`config.mk`:
```
export PLATFORM = sky130hd
export DESIGN_NAME = led_display_pattern_gen_bcm
export DESIGN_NICKNAME = d
export VERILOG_FILES = /design/src/rtl/led_display_pattern_gen_bcm_pkg.sv /design/src/rtl/led_display_pattern_gen_bcm_level_gen.sv /design/src/rtl/led_display_pattern_gen_bcm.sv
export SDC_FILE = /design/constraint.sdc
export NUM_CORES = 1
export LEC_CHECK = 0
export BUFFER_PORTS_ARGS = -buffer_cell sky130_fd_sc_hd__buf_2
export CAP_MARGIN = 10
export CORE_ASPECT_RATIO = 1.25
export CORE_MARGIN = 2
export CORE_UTILIZATION = 51
export CTS_BUF_LIST = sky130_fd_sc_hd__clkbuf_4
export DETAILED_ROUTE_END_ITERATION = 12
export PLACE_DENSITY = 0.78
export SYNTH_ARGS = -nofsm -noshare
export SYNTH_HDL_FRONTEND = slang
export SYNTH_SLANG_ARGS = --single-unit
```
`constraint.sdc`:
```
create_clock -name clk_in -period 16.2 [get_ports clk_in]
set_input_delay 3.24 -clock clk_in [delete_from_list [all_inputs] [get_ports clk_in]]
set_output_delay 3.24 -clock clk_in [all_outputs]
set_load 0.02 [all_outputs]
```
`src/rtl/led_display_pattern_gen_bcm_pkg.sv`:
```
// Shared types and helpers for the BCM LED pattern generator.
// Optional gamma stage is enabled with the LED_PATTERN_GAMMA_EN macro.
package led_display_pattern_gen_bcm_pkg;

  typedef enum logic [3:0] {
    MODE_OFF      = 4'd0,
    MODE_SOLID    = 4'd1,
    MODE_SCAN_H   = 4'd2,
    MODE_SCAN_V   = 4'd3,
    MODE_PULSE    = 4'd4,
    MODE_GRADIENT = 4'd5
  } mode_e;

  localparam int RED    = 0;
  localparam int GREEN  = 1;
  localparam int BLUE   = 2;
  localparam int NUM_CH = 3;

  // S_PRIME only exists to fill the gamma register after a restart.
  typedef enum logic [1:0] {
    S_IDLE  = 2'd0,
    S_PRIME = 2'd1,
    S_LOAD  = 2'd2,
    S_VALID = 2'd3
  } state_e;

  // Bit offset of a colour field inside the packed row: half 0 = top, 1 = bottom.
  function automatic int row_field_off(input int half, input int ch, input int ncol);
    return (half * NUM_CH + ch) * ncol;
  endfunction

endpackage

```
`src/rtl/led_display_pattern_gen_bcm_level_gen.sv`:
```
// Per-pixel intensity level for the selected pattern mode.
// With LED_PATTERN_GAMMA_EN defined the level is gamma-2 corrected and registered.
module led_pattern_level_gen
  import led_display_pattern_gen_bcm_pkg::*;
#(
  parameter int SYS_CLK_FREQ   = 100_000_000,
  parameter int NUM_ROW_PIXELS = 32,
  parameter int NUM_COL_PIXELS = 64,
  parameter int COLOUR_DEPTH   = 4,
  localparam int CW = $clog2(NUM_COL_PIXELS),
  localparam int RW = $clog2(NUM_ROW_PIXELS),
  localparam int SW = (NUM_COL_PIXELS > NUM_ROW_PIXELS) ? CW : RW
) (
`ifdef LED_PATTERN_GAMMA_EN
  input  logic                    clk_in,
  input  logic                    reset_in,
  input  logic                    en_in,
`endif
  input  logic [3:0]              mode_in,
  input  logic [CW-1:0]           col_in,
  input  logic [RW-1:0]           row_in,
  input  logic [SW-1:0]           scan_pos_in,
  input  logic [COLOUR_DEPTH-1:0] pulse_in,
  output logic [COLOUR_DEPTH-1:0] level_out
);

  logic [COLOUR_DEPTH-1:0] lin;

  // Linear level from mode; unknown modes are dark.
  always_comb begin
    lin = '0;
    case (mode_in)
      MODE_SOLID:    lin = '1;
      MODE_SCAN_H:   lin = (SW'(col_in) == scan_pos_in) ? '1 : '0;
      MODE_SCAN_V:   lin = (SW'(row_in) == scan_pos_in) ? '1 : '0;
      MODE_PULSE:    lin = pulse_in;
      MODE_GRADIENT: lin = col_in[CW-1 -: COLOUR_DEPTH];
      default:       lin = '0;
    endcase
  end

`ifdef LED_PATTERN_GAMMA_EN
  logic [2*COLOUR_DEPTH-1:0] sq;
  logic [COLOUR_DEPTH-1:0]   gam;
  logic [COLOUR_DEPTH-1:0]   level_q;

  // Gamma-2; full scale is pinned so MAX stays MAX after truncation.
  always_comb begin
    sq  = {{COLOUR_DEPTH{1'b0}}, lin} * {{COLOUR_DEPTH{1'b0}}, lin};
    gam = (lin == '1) ? '1 : sq[2*COLOUR_DEPTH-1:COLOUR_DEPTH];
  end

  // Pipeline register holding the corrected level one row ahead of the output.
  always_ff @(posedge clk_in or posedge reset_in) begin
    if (reset_in)   level_q <= '0;
    else if (en_in) level_q <= gam;
  end

  assign level_out = level_q;
`else
  assign level_out = lin;
`endif

endmodule

```
`src/rtl/led_display_pattern_gen_bcm.sv`:
```
// BCM bit-plane pattern generator for HUB75-style panels.
// Streams one dual-row bit-plane per valid/ready transfer; a look-ahead row
// register keeps valid high back-to-back. Optional macro: LED_PATTERN_GAMMA_EN.
module led_display_pattern_gen_bcm
  import led_display_pattern_gen_bcm_pkg::*;
#(
  parameter int SYS_CLK_FREQ   = 100_000_000,
  parameter int NUM_ROW_PIXELS = 32,
  parameter int NUM_COL_PIXELS = 64,
  parameter int COLOUR_DEPTH   = 4,
  parameter int SCAN_DIV       = 4,
  parameter int PULSE_DIV      = 2,
  parameter int SIMULATION     = 0,
  localparam int NSR = NUM_ROW_PIXELS / 2,
  localparam int AW  = (NSR > 1) ? $clog2(NSR) : 1,
  localparam int PW  = (COLOUR_DEPTH > 1) ? $clog2(COLOUR_DEPTH) : 1
) (
  input  logic                        clk_in,
  input  logic                        reset_in,
  input  logic [2:0]                  colour_in,
  input  logic [3:0]                  mode_in,
  output logic [6*NUM_COL_PIXELS-1:0] row_out,
  output logic                        row_valid_out,
  input  logic                        row_ready_in,
  output logic [AW-1:0]               row_address_out,
  output logic [PW-1:0]               plane_out,
  output logic                        frame_last_out
);

  localparam int CW          = $clog2(NUM_COL_PIXELS);
  localparam int RW          = $clog2(NUM_ROW_PIXELS);
  localparam int SW          = (NUM_COL_PIXELS > NUM_ROW_PIXELS) ? CW : RW;
  localparam int SCAN_DIV_E  = (SIMULATION != 0) ? 1 : SCAN_DIV;
  localparam int PULSE_DIV_E = (SIMULATION != 0) ? 1 : PULSE_DIV;
`ifdef LED_PATTERN_GAMMA_EN
  localparam state_e FILL_S = S_PRIME;
`else
  localparam state_e FILL_S = S_LOAD;
`endif

  // Everything that determines the content of one row.
  typedef struct packed {
    logic [AW-1:0]           addr;
    logic [PW-1:0]           plane;
    logic [15:0]             scan_cnt;
    logic [15:0]             pulse_cnt;
    logic [SW-1:0]           scan_pos;
    logic [COLOUR_DEPTH-1:0] pulse;
    logic                    pulse_down;
  } pos_t;

  // Step to the following row; the frame-rate effects fire on the last row.
  function automatic pos_t advance(input pos_t p, input logic scan_v);
    pos_t n;
    n = p;
    if (p.addr != AW'(NSR-1)) begin
      n.addr = p.addr + 1'b1;
    end else begin
      n.addr = '0;
      if (p.plane != PW'(COLOUR_DEPTH-1)) begin
        n.plane = p.plane + 1'b1;
      end else begin
        n.plane = '0;
        if (p.scan_cnt == 16'(SCAN_DIV_E-1)) begin
          n.scan_cnt = '0;
          if (p.scan_pos == (scan_v ? SW'(NUM_ROW_PIXELS-1) : SW'(NUM_COL_PIXELS-1)))
            n.scan_pos = '0;
          else
            n.scan_pos = p.scan_pos + 1'b1;
        end else begin
          n.scan_cnt = p.scan_cnt + 16'd1;
        end
        if (p.pulse_cnt == 16'(PULSE_DIV_E-1)) begin
          n.pulse_cnt = '0;
          if (!p.pulse_down) begin
            n.pulse = p.pulse + 1'b1;
            if (n.pulse == '1) n.pulse_down = 1'b1;
          end else begin
            n.pulse = p.pulse - 1'b1;
            if (n.pulse == '0) n.pulse_down = 1'b0;
          end
        end else begin
          n.pulse_cnt = p.pulse_cnt + 16'd1;
        end
      end
    end
    return n;
  endfunction

  state_e                  state_q, state_d;
  pos_t                    pos_q, pos_nxt, lvl_pos, row_pos;
  logic [3:0]              mode_q;
  logic [2:0]              colour_q;
  logic                    change, xfer, ld, step, lvl_en;
  logic [6*NUM_COL_PIXELS-1:0] row_d, row_q;
  logic [AW-1:0]           addr_q;
  logic [PW-1:0]           plane_q;
  logic                    last_q;
  logic [1:0][NUM_COL_PIXELS-1:0][COLOUR_DEPTH-1:0] lvl;

  assign change = (mode_in != mode_q) || (colour_in != colour_q);
  assign xfer   = row_valid_out && row_ready_in;
  assign ld     = (state_q == S_LOAD) || xfer;

  // Look-ahead position and which position feeds the level generators / row.
  always_comb begin
    pos_nxt = advance(pos_q, mode_in == MODE_SCAN_V);
`ifdef LED_PATTERN_GAMMA_EN
    lvl_pos = (state_q == S_PRIME) ? pos_q : pos_nxt;
    row_pos = pos_q;
    step    = ld;
    lvl_en  = (state_q == S_PRIME) || ld;
`else
    lvl_pos = (state_q == S_VALID) ? pos_nxt : pos_q;
    row_pos = lvl_pos;
    step    = xfer;
    lvl_en  = 1'b0;
`endif
  end

  // FSM state register.
  always_ff @(posedge clk_in or posedge reset_in) begin
    if (reset_in) state_q <= S_IDLE;
    else          state_q <= state_d;
  end

  // FSM next state: any mode/colour change forces a reload.
  always_comb begin
    state_d = state_q;
    case (state_q)
      S_IDLE:  state_d = FILL_S;
      S_PRIME: state_d = change ? S_PRIME : S_LOAD;
      S_LOAD:  state_d = change ? FILL_S : S_VALID;
      S_VALID: state_d = change ? FILL_S : S_VALID;
      default: state_d = S_IDLE;
    endcase
  end

  // FSM outputs.
  always_comb begin
    row_valid_out = (state_q == S_VALID);
  end

  // Sequence counters, change detector and the output row register.
  always_ff @(posedge clk_in or posedge reset_in) begin
    if (reset_in) begin
      pos_q    <= '0;
      mode_q   <= '0;
      colour_q <= '0;
      row_q    <= '0;
      addr_q   <= '0;
      plane_q  <= '0;
      last_q   <= 1'b0;
    end else begin
      mode_q   <= mode_in;
      colour_q <= colour_in;
      if (ld) begin
        row_q   <= row_d;
        addr_q  <= row_pos.addr;
        plane_q <= row_pos.plane;
        last_q  <= (row_pos.addr == AW'(NSR-1)) && (row_pos.plane == PW'(COLOUR_DEPTH-1));
      end
      if (change)    pos_q <= '0;
      else if (step) pos_q <= pos_nxt;
    end
  end

  // Per-pixel level generators for the top and bottom halves.
  for (genvar h = 0; h < 2; h++) begin : g_half
    for (genvar c = 0; c < NUM_COL_PIXELS; c++) begin : g_col
      led_pattern_level_gen #(
        .SYS_CLK_FREQ  (SYS_CLK_FREQ),
        .NUM_ROW_PIXELS(NUM_ROW_PIXELS),
        .NUM_COL_PIXELS(NUM_COL_PIXELS),
        .COLOUR_DEPTH  (COLOUR_DEPTH)
      ) u_lvl (
`ifdef LED_PATTERN_GAMMA_EN
        .clk_in     (clk_in),
        .reset_in   (reset_in),
        .en_in      (lvl_en),
`endif
        .mode_in    (mode_in),
        .col_in     (CW'(c)),
        .row_in     (RW'(lvl_pos.addr) + RW'(h * NSR)),
        .scan_pos_in(lvl_pos.scan_pos),
        .pulse_in   (lvl_pos.pulse),
        .level_out  (lvl[h][c])
      );
      for (genvar ch = RED; ch <= BLUE; ch++) begin : g_ch
        localparam int OFF = row_field_off(h, ch, NUM_COL_PIXELS);
        assign row_d[OFF + c] = colour_in[ch] & lvl[h][c][row_pos.plane];
      end
    end
  end

  assign row_out         = row_q;
  assign row_address_out = addr_q;
  assign plane_out       = plane_q;
  assign frame_last_out  = last_q;

endmodule

```
Word-level counts from Yosys, hierarchy flattened. Cells that the tools add are included. Widths: inputs -> output; s select.

Add/subtract/negate cells: 8. Magnitude comparators: 1. Eq/ne operators: 83. Muxes and demuxes: 469. Bitwise logic cells: 384. Reduce and logical (&&, ||, !) cells: 10.

Operators by type and width (number): $pmux 4 s5 (112); $and 1x1->1 (384); $mux 4 (67); $bmux 1 s2 (128); $pmux 4 s4 (16); $eq 6x6->1 const A (32); $mux 49 (3); $mux 1 (131); $eq 5x6->1 const A (16); $eq 4x6->1 const A (8); $mux 45 (1); $mux 43 (1); $add 16x1->16 const B (2); $mux 16 (2); $eq 3x6->1 const A (4); $mux 6 (3); $eq 16x1->1 const B (1); $eq 16x2->1 const B (1); $eq 2x6->1 const A (2); $mux 5 (2); $add 4x1->4 const B (2); $eq 4x2->1 const B (2); $eq 4x3->1 const B (2); $eq 4x4->1 const B (2); other kinds (25) (31).

Bits in registers: 449. Input bits: 10. Output and inout bits: 392. Word-level logic and storage cells: 969.

Longest topological paths before layout.
Word-level depth: 15. Gate-level depth with buffers: 13. Depth with buffers taken out: 10.

Cells and area by module. A second synthesis with hierarchy kept.

Cells, all modules: 5917. Area total of the unflattened synthesis: 51409.3 um^2.

Modules (own cells, without submodules): led_display_pattern_gen_bcm (times used 1, cells each 2016, area each 21720.8 um^2, sequential area each 11235.8 um^2); led_pattern_level_gen (g_half[0].g_col[7].u_lvl ...) (times used 67, cells each 30, area each 241.5 um^2, sequential area each 0.0 um^2); led_pattern_level_gen (g_half[0].g_col[0].u_lvl ...) (times used 61, cells each 31, area each 221.5 um^2, sequential area each 0.0 um^2).

Least setup slack after synthesis. OpenSTA, ideal clock, no wires.

Path type: input port to flip-flop. Start: input port mode_in[3]. End: register row_q[116], in the netlist row_out[116]. Setup time: 67 ps. Data arrival time: 5611 ps. Data required time: 16133 ps. Setup slack: 10523 ps. Stages on the path: 11. Buffers on the path: 3. Cells stage by stage: buf_6 > and4bb_4 > xnor2_2 > o211ai_2 > a21oi_1 > a2111o_1 > or4_1 > buf_6 > buf_12 > a21oi_4 > a221o_1.

Cells in the longest elaborated chain, start to end: 14. Elaborated cells on any way between the ends: 20. Classes of those cells: eq/ne (8); mux (11); bitwise (1).

RTL lines: start, declared (RTL line led_display_pattern_gen_bcm.sv:21) `input logic [3:0] mode_in,`; $eq 4x2->1 (RTL line led_display_pattern_gen_bcm_level_gen.sv:32, led_display_pattern_gen_bcm.sv:107); $mux 6 (RTL line led_display_pattern_gen_bcm.sv:66) `if (p.scan_pos == (scan_v ? SW'(NUM_ROW_PIXELS-1) : SW'(NUM_COL_PIXELS-1)))`; $eq 6x6->1 (RTL line led_display_pattern_gen_bcm.sv:66); $mux 6 (RTL line led_display_pattern_gen_bcm.sv:66); $mux 6 (RTL line led_display_pattern_gen_bcm.sv:64) `if (p.scan_cnt == 16'(SCAN_DIV_E-1)) begin`; $mux 43 (RTL line led_display_pattern_gen_bcm.sv:60) `if (p.plane != PW'(COLOUR_DEPTH-1)) begin`; $mux 45 (RTL line led_display_pattern_gen_bcm.sv:56) `if (p.addr != AW'(NSR-1)) begin`; $mux 49 (RTL line led_display_pattern_gen_bcm.sv:114) `lvl_pos = (state_q == S_VALID) ? pos_nxt : pos_q;`; $eq 4x6->1 / $eq 6x6->1 (equally long branches) (RTL line led_display_pattern_gen_bcm_level_gen.sv:35, led_display_pattern_gen_bcm_level_gen.sv:34); $mux 4, on equally long branches (RTL line led_display_pattern_gen_bcm_level_gen.sv:35, led_display_pattern_gen_bcm_level_gen.sv:34); $pmux 4 s5 (*) (RTL line led_display_pattern_gen_bcm_level_gen.sv:32) `case (mode_in)`; $bmux 1 s2 (*) (RTL line led_display_pattern_gen_bcm.sv:191) `assign row_d[OFF + c] = colour_in[ch] & lvl[h][c][row_pos.plane];`; $mux 1 (implied by the code) (*) (RTL line led_display_pattern_gen_bcm.sv:191); $and 1x1->1 (*) (RTL line led_display_pattern_gen_bcm.sv:191); end signal, assigned (RTL line led_display_pattern_gen_bcm.sv:158) `row_q <= row_d;`; end, declared (RTL line led_display_pattern_gen_bcm.sv:95) `logic [6*NUM_COL_PIXELS-1:0] row_d, row_q;`.

Mark *: on every way between the ends. The rest lies on a longest branch, timed or not. The select of a mux whose other input is x is not followed. A chain may end at the register's enable or synchronous reset.

Worst setup path after layout.
Start: input port mode_in[2]. End: register row_q[359], in the netlist row_out[359].

Cells in the longest elaborated chain, start to end: 14. Elaborated cells on any way between the ends: 20. Classes of those cells: eq/ne (8); mux (11); bitwise (1).

RTL lines (RTL line): $eq 4x2->1 (led_display_pattern_gen_bcm_level_gen.sv:32, led_display_pattern_gen_bcm.sv:107); $mux 6 (led_display_pattern_gen_bcm.sv:66); $eq 6x6->1 (led_display_pattern_gen_bcm.sv:66); $mux 6 (led_display_pattern_gen_bcm.sv:66); $mux 6 (led_display_pattern_gen_bcm.sv:64); $mux 43 (led_display_pattern_gen_bcm.sv:60); $mux 45 (led_display_pattern_gen_bcm.sv:56); $mux 49 (led_display_pattern_gen_bcm.sv:114); $eq 5x6->1 / $eq 6x6->1 (equally long branches) (led_display_pattern_gen_bcm_level_gen.sv:35, led_display_pattern_gen_bcm_level_gen.sv:34); $mux 4, on equally long branches (led_display_pattern_gen_bcm_level_gen.sv:35, led_display_pattern_gen_bcm_level_gen.sv:34); $pmux 4 s5 (*) (led_display_pattern_gen_bcm_level_gen.sv:32); $bmux 1 s2 (*) (led_display_pattern_gen_bcm.sv:191); $mux 1 (implied by the code) (*) (led_display_pattern_gen_bcm.sv:191); $and 1x1->1 (*) (led_display_pattern_gen_bcm.sv:191).

Marks and branches as above.

==> impl_results.rst <==
.. list-table::
   :header-rows: 1

   * - Metric
     - Value
   * - Setup repair after global routing missed its margin
     - false
   * - Cell at the root of the clock tree
     - clkbuf_4
   * - Final RePlAce weighted congestion
     - 0.968
   * - Post-CTS Hold Fix Bufs
     - 0
   * - Fraction of layout cells with a size suffix above 1
     - between 20% and 30%
   * - Total power of the final layout
     - 2.29 mW
   * - Ratio of total power to cell area
     - 98.6 nW/um^2
   * - Port bufs
     - roughly 400
   * - Register bit count reported by yosys
     - between 400 and 500
   * - Clock Latency Late Sink
     - 840 ps
   * - Worst EP arrival
     - 6640 ps
   * - # clock sinks
     - approximately 450
   * - Register area share after synthesis
     - 57.6%
   * - Outcome
     - finished, final reports clean
   * - Final Critical Period
     - 5950 ps
   * - Final Max Tran Viols
     - 0
   * - Routed length on met2
     - 31600 um
   * - Length of the first detailed-routing pass in iterations
     - 7
   * - Total routing usage reported by global routing
     - 33.4%
   * - Net switching power
     - 0.613 mW
   * - Met3 wire len
     - 5880 um
   * - Post-synthesis async set-or-reset flop share
     - 100%
   * - Worst path cell trace
     - buf_2, and4bb_4, xnor2_2, o211a_1, or3_1, nor3_2, nand2_1, nor3b_1, o21ai_0
   * - Post CTS Setup Buffer Count
     - 0
   * - Starting density of the core
     - 51.4%
   * - Ratio of final minimum period to clock period
     - 36.7%
   * - Die area
     - 39900 um^2
   * - Routed length per placed instance
     - 23.7 um
   * - Number of core rows
     - 80
   * - I/O Pins
     - between 400 and 500
   * - Proportion of total power due to net switching
     - 26.7%
   * - Relative contribution of sequential cells to total power
     - a little over 50%
   * - Critical path required time
     - 16890 ps
   * - Number of cells traversed by the worst hold path
     - 2
   * - Skew final
     - about 58 ps
   * - Post-Synthesis Net Count
     - 1881
   * - Number of gates resized after CTS
     - 0
   * - Sum of negative setup slack
     - 0 ps
   * - Final-report hold violation count
     - 0
   * - Chip width
     - 179 um
   * - DRC errors left
     - 0
   * - Cell Area, Synth
     - 19500 um^2
   * - Worst Max-Slew Pin Slew
     - 1230 ps
   * - Maximum number of buffers from clock root to sink
     - 3
   * - Internal power component
     - ~1.7 mW
   * - Library cells used by synthesis
     - 85
   * - Highest routed layer
     - met4
   * - Antenna violations before repair
     - 2
   * - Top FF cell, synth
     - dfrtp_1
   * - Y dimension of the die
     - 223 um
   * - CTS tree
     - yes
   * - Max-cap violation count
     - 0
   * - Comb pwr share
     - 8.2%
   * - Post-route met1 wirelength
     - about 26000 um
   * - Routed Antenna Nets
     - 0
   * - Cell at the slowest stage of the critical path
     - nor3_2
   * - Total congestion overflow
     - 0
   * - Total wirelength of the detailed-routed design
     - 67100 um
   * - Final worst slack
     - slightly above 10000 ps
   * - Synthesis-to-layout area growth
     - 19.0%
   * - Largest fanout on the critical path
     - 15
   * - Iteration-0 DRC Markers
     - 1749
   * - Vias in the first global route
     - 17200
   * - Total via count after detailed routing
     - 17800
   * - Post-detail-place hpwl
     - around 47000 um
   * - Clock transition at the registers of the reported paths
     - 70 ps
   * - Global-route wire length before repair
     - 102000 um
   * - Count of mapped cells out of synthesis
     - 1861
   * - Nets@finish
     - 2279
   * - Number of synthesized flops with an enable pin
     - 0
   * - Relative contribution of the clock network to total power
     - 40.6%
   * - Depth of the worst register-to-register path
     - 9
   * - Post-synthesis area per instance
     - 10.5 um^2
   * - Hold Crit Class
     - flip-flop to flip-flop
   * - Number of H-tree branching levels
     - 3
   * - Max Freq
     - 168 MHz
   * - CTS buffer count
     - 110
   * - Vias per std cell
     - 6.28
   * - CP peak stage delay
     - 1010 ps
   * - Maximum number of pins on one net before global-route repair
     - 233
   * - Kind of start point of the critical path
     - input port
   * - Slew margin rel.
     - ~17%
   * - Critical path capture point type
     - flip-flop
   * - Worst-case setup slack after placement
     - around 9400 ps
   * - Placeable core area
     - roughly 38000 um^2
   * - Maximum VDD drop
     - 0.0000544 V
   * - Yosys warns
     - 0
   * - Critical path type
     - input port to flip-flop
   * - Static leakage
     - between 10 and 15 nW
   * - Number of endpoints failing setup at the final stage
     - 0
## synth_stat cells (13+ instances only)
cell,n,area [um^2]
a211oi_1,20,150
a21oi_1,160,801
a221o_1,108,1080
a22o_1,57,499
a31oi_1,14,87.6
and3_1,13,81.3
buf_2,17,85.1
clkbuf_1,117,439
dfrtp_1,449,11200
inv_1,14,52.6
nand2_1,191,717
nand3_1,39,195
nand4_1,20,125
nor2_1,182,683
nor3_1,56,280
o21ai_0,144,721
or3_1,15,93.8
xnor2_1,13,114
xor2_1,19,166
## layout make-up
cell class,count,area (um^2)
antenna,3,7.51
tap,492,616
inverter,14,60.1
timing repair buffer,430,2250
fill,3126,14700
multi-input combinational,1254,7680
sequential,449,11200
clock buffer,158,1190
clock inverter,33,180
## power by group through the flow
stage	sequential (mW)	combinational, mW	clock, mW
6_report	1.17	0.188	0.931
5_1_grt	1.17	0.201	1.01
4_1_cts	1.17	0.188	0.944
3_5_place_dp	1.19	0.188	0
3_3_place_gp	1.19	0.184	0
2_1_floorplan	1.23	0.0771	0
## cell families after synthesis
logic type | share of synthesized area, %
multiplexers | 0.474
XOR/XNOR | 1.52
flip-flops | 57.6
buffers and inverters | 3.35
adder cells (fa/ha/maj) | 0.641
AO/OA/AOI/OAI | 22.5
AND/OR/NAND/NOR | 13.9
## critical path: cells and delay by family
family                 cells  cell delay, ps
AND/OR/NAND/NOR            5            2560
AO/OA/AOI/OAI              2             560
buffers and inverters      1             140
XOR/XNOR                   1             130
## flip-flops by register name, indices dropped and copies added (netlist names)
| register | cells |
|---|---|
| row_out | 384 |
| pos_q | 49 |
| colour_q | 3 |
| row_address_out | 4 |
| frame_last_out | 1 |
| plane_out | 2 |
| state_q | 2 |
| mode_q | 4 |
## final timing paths
kind,startpoint,end,slack [ps]
max,mode_in[2],row_out[359]$_DFFE_PP0P_,10250
min,row_out[294]$_DFFE_PP0P_,row_out[294]$_DFFE_PP0P_,480
max reg2reg,pos_q[45]$_DFFE_PP0P_,row_out[359]$_DFFE_PP0P_,11440
min reg2reg,row_out[294]$_DFFE_PP0P_,row_out[294]$_DFFE_PP0P_,480
max in group asynchronous,reset_in,row_out[372]$_DFFE_PP0P_,11240
min in group asynchronous,reset_in,row_out[197]$_DFFE_PP0P_,2670
## metal layers
metal  GRT usage [%]  up-vias
li1                -     7717
met1            42.3     8901
met2            52.8      957
met3            7.94      215
met4            18.2        0
met5               0        -
## placed cells by master (no fill, tap or decap), types with 9 or more instances in the layout
| master | Yosys | final |
|---|---|---|
| dfrtp_1 | 449 | 449 |
| buf_2 | 17 | 401 |
| nand2_1 | 191 | 188 |
| nor2_1 | 182 | 182 |
| a21oi_1 | 160 | 160 |
| clkbuf_4 | 0 | 158 |
| o21ai_0 | 144 | 144 |
| a221o_1 | 108 | 108 |
| a22o_1 | 57 | 57 |
| nor3_1 | 56 | 51 |
| nand3_1 | 39 | 39 |
| clkinv_1 | 0 | 29 |
| buf_4 | 2 | 26 |
| nand4_1 | 20 | 20 |
| a211oi_1 | 20 | 20 |
| xor2_1 | 19 | 19 |
| or3_1 | 15 | 15 |
| a31oi_1 | 14 | 14 |
| inv_1 | 14 | 13 |
| and3_1 | 13 | 13 |
| xnor2_1 | 13 | 13 |
| o22ai_1 | 11 | 11 |
| o311ai_0 | 11 | 11 |
| a21oi_4 | 11 | 11 |
| ha_1 | 10 | 10 |
| and4_1 | 9 | 9 |
| o31ai_1 | 10 | 9 |
## through the flow
stage                     utilization [%]  cell area [um^2]  hold slack (ps)  cells
after detailed placement             57.6             21800              465   2638
after floorplan                         -             19500              445   1861
after global routing                 61.2             23200              500   2833
final                                61.2             23200              477   2833
after global placement               57.6             21800              458   2638
after CTS                            61.2             23200              480   2829
No activity file was read; power rests on OpenSTA's default activity.
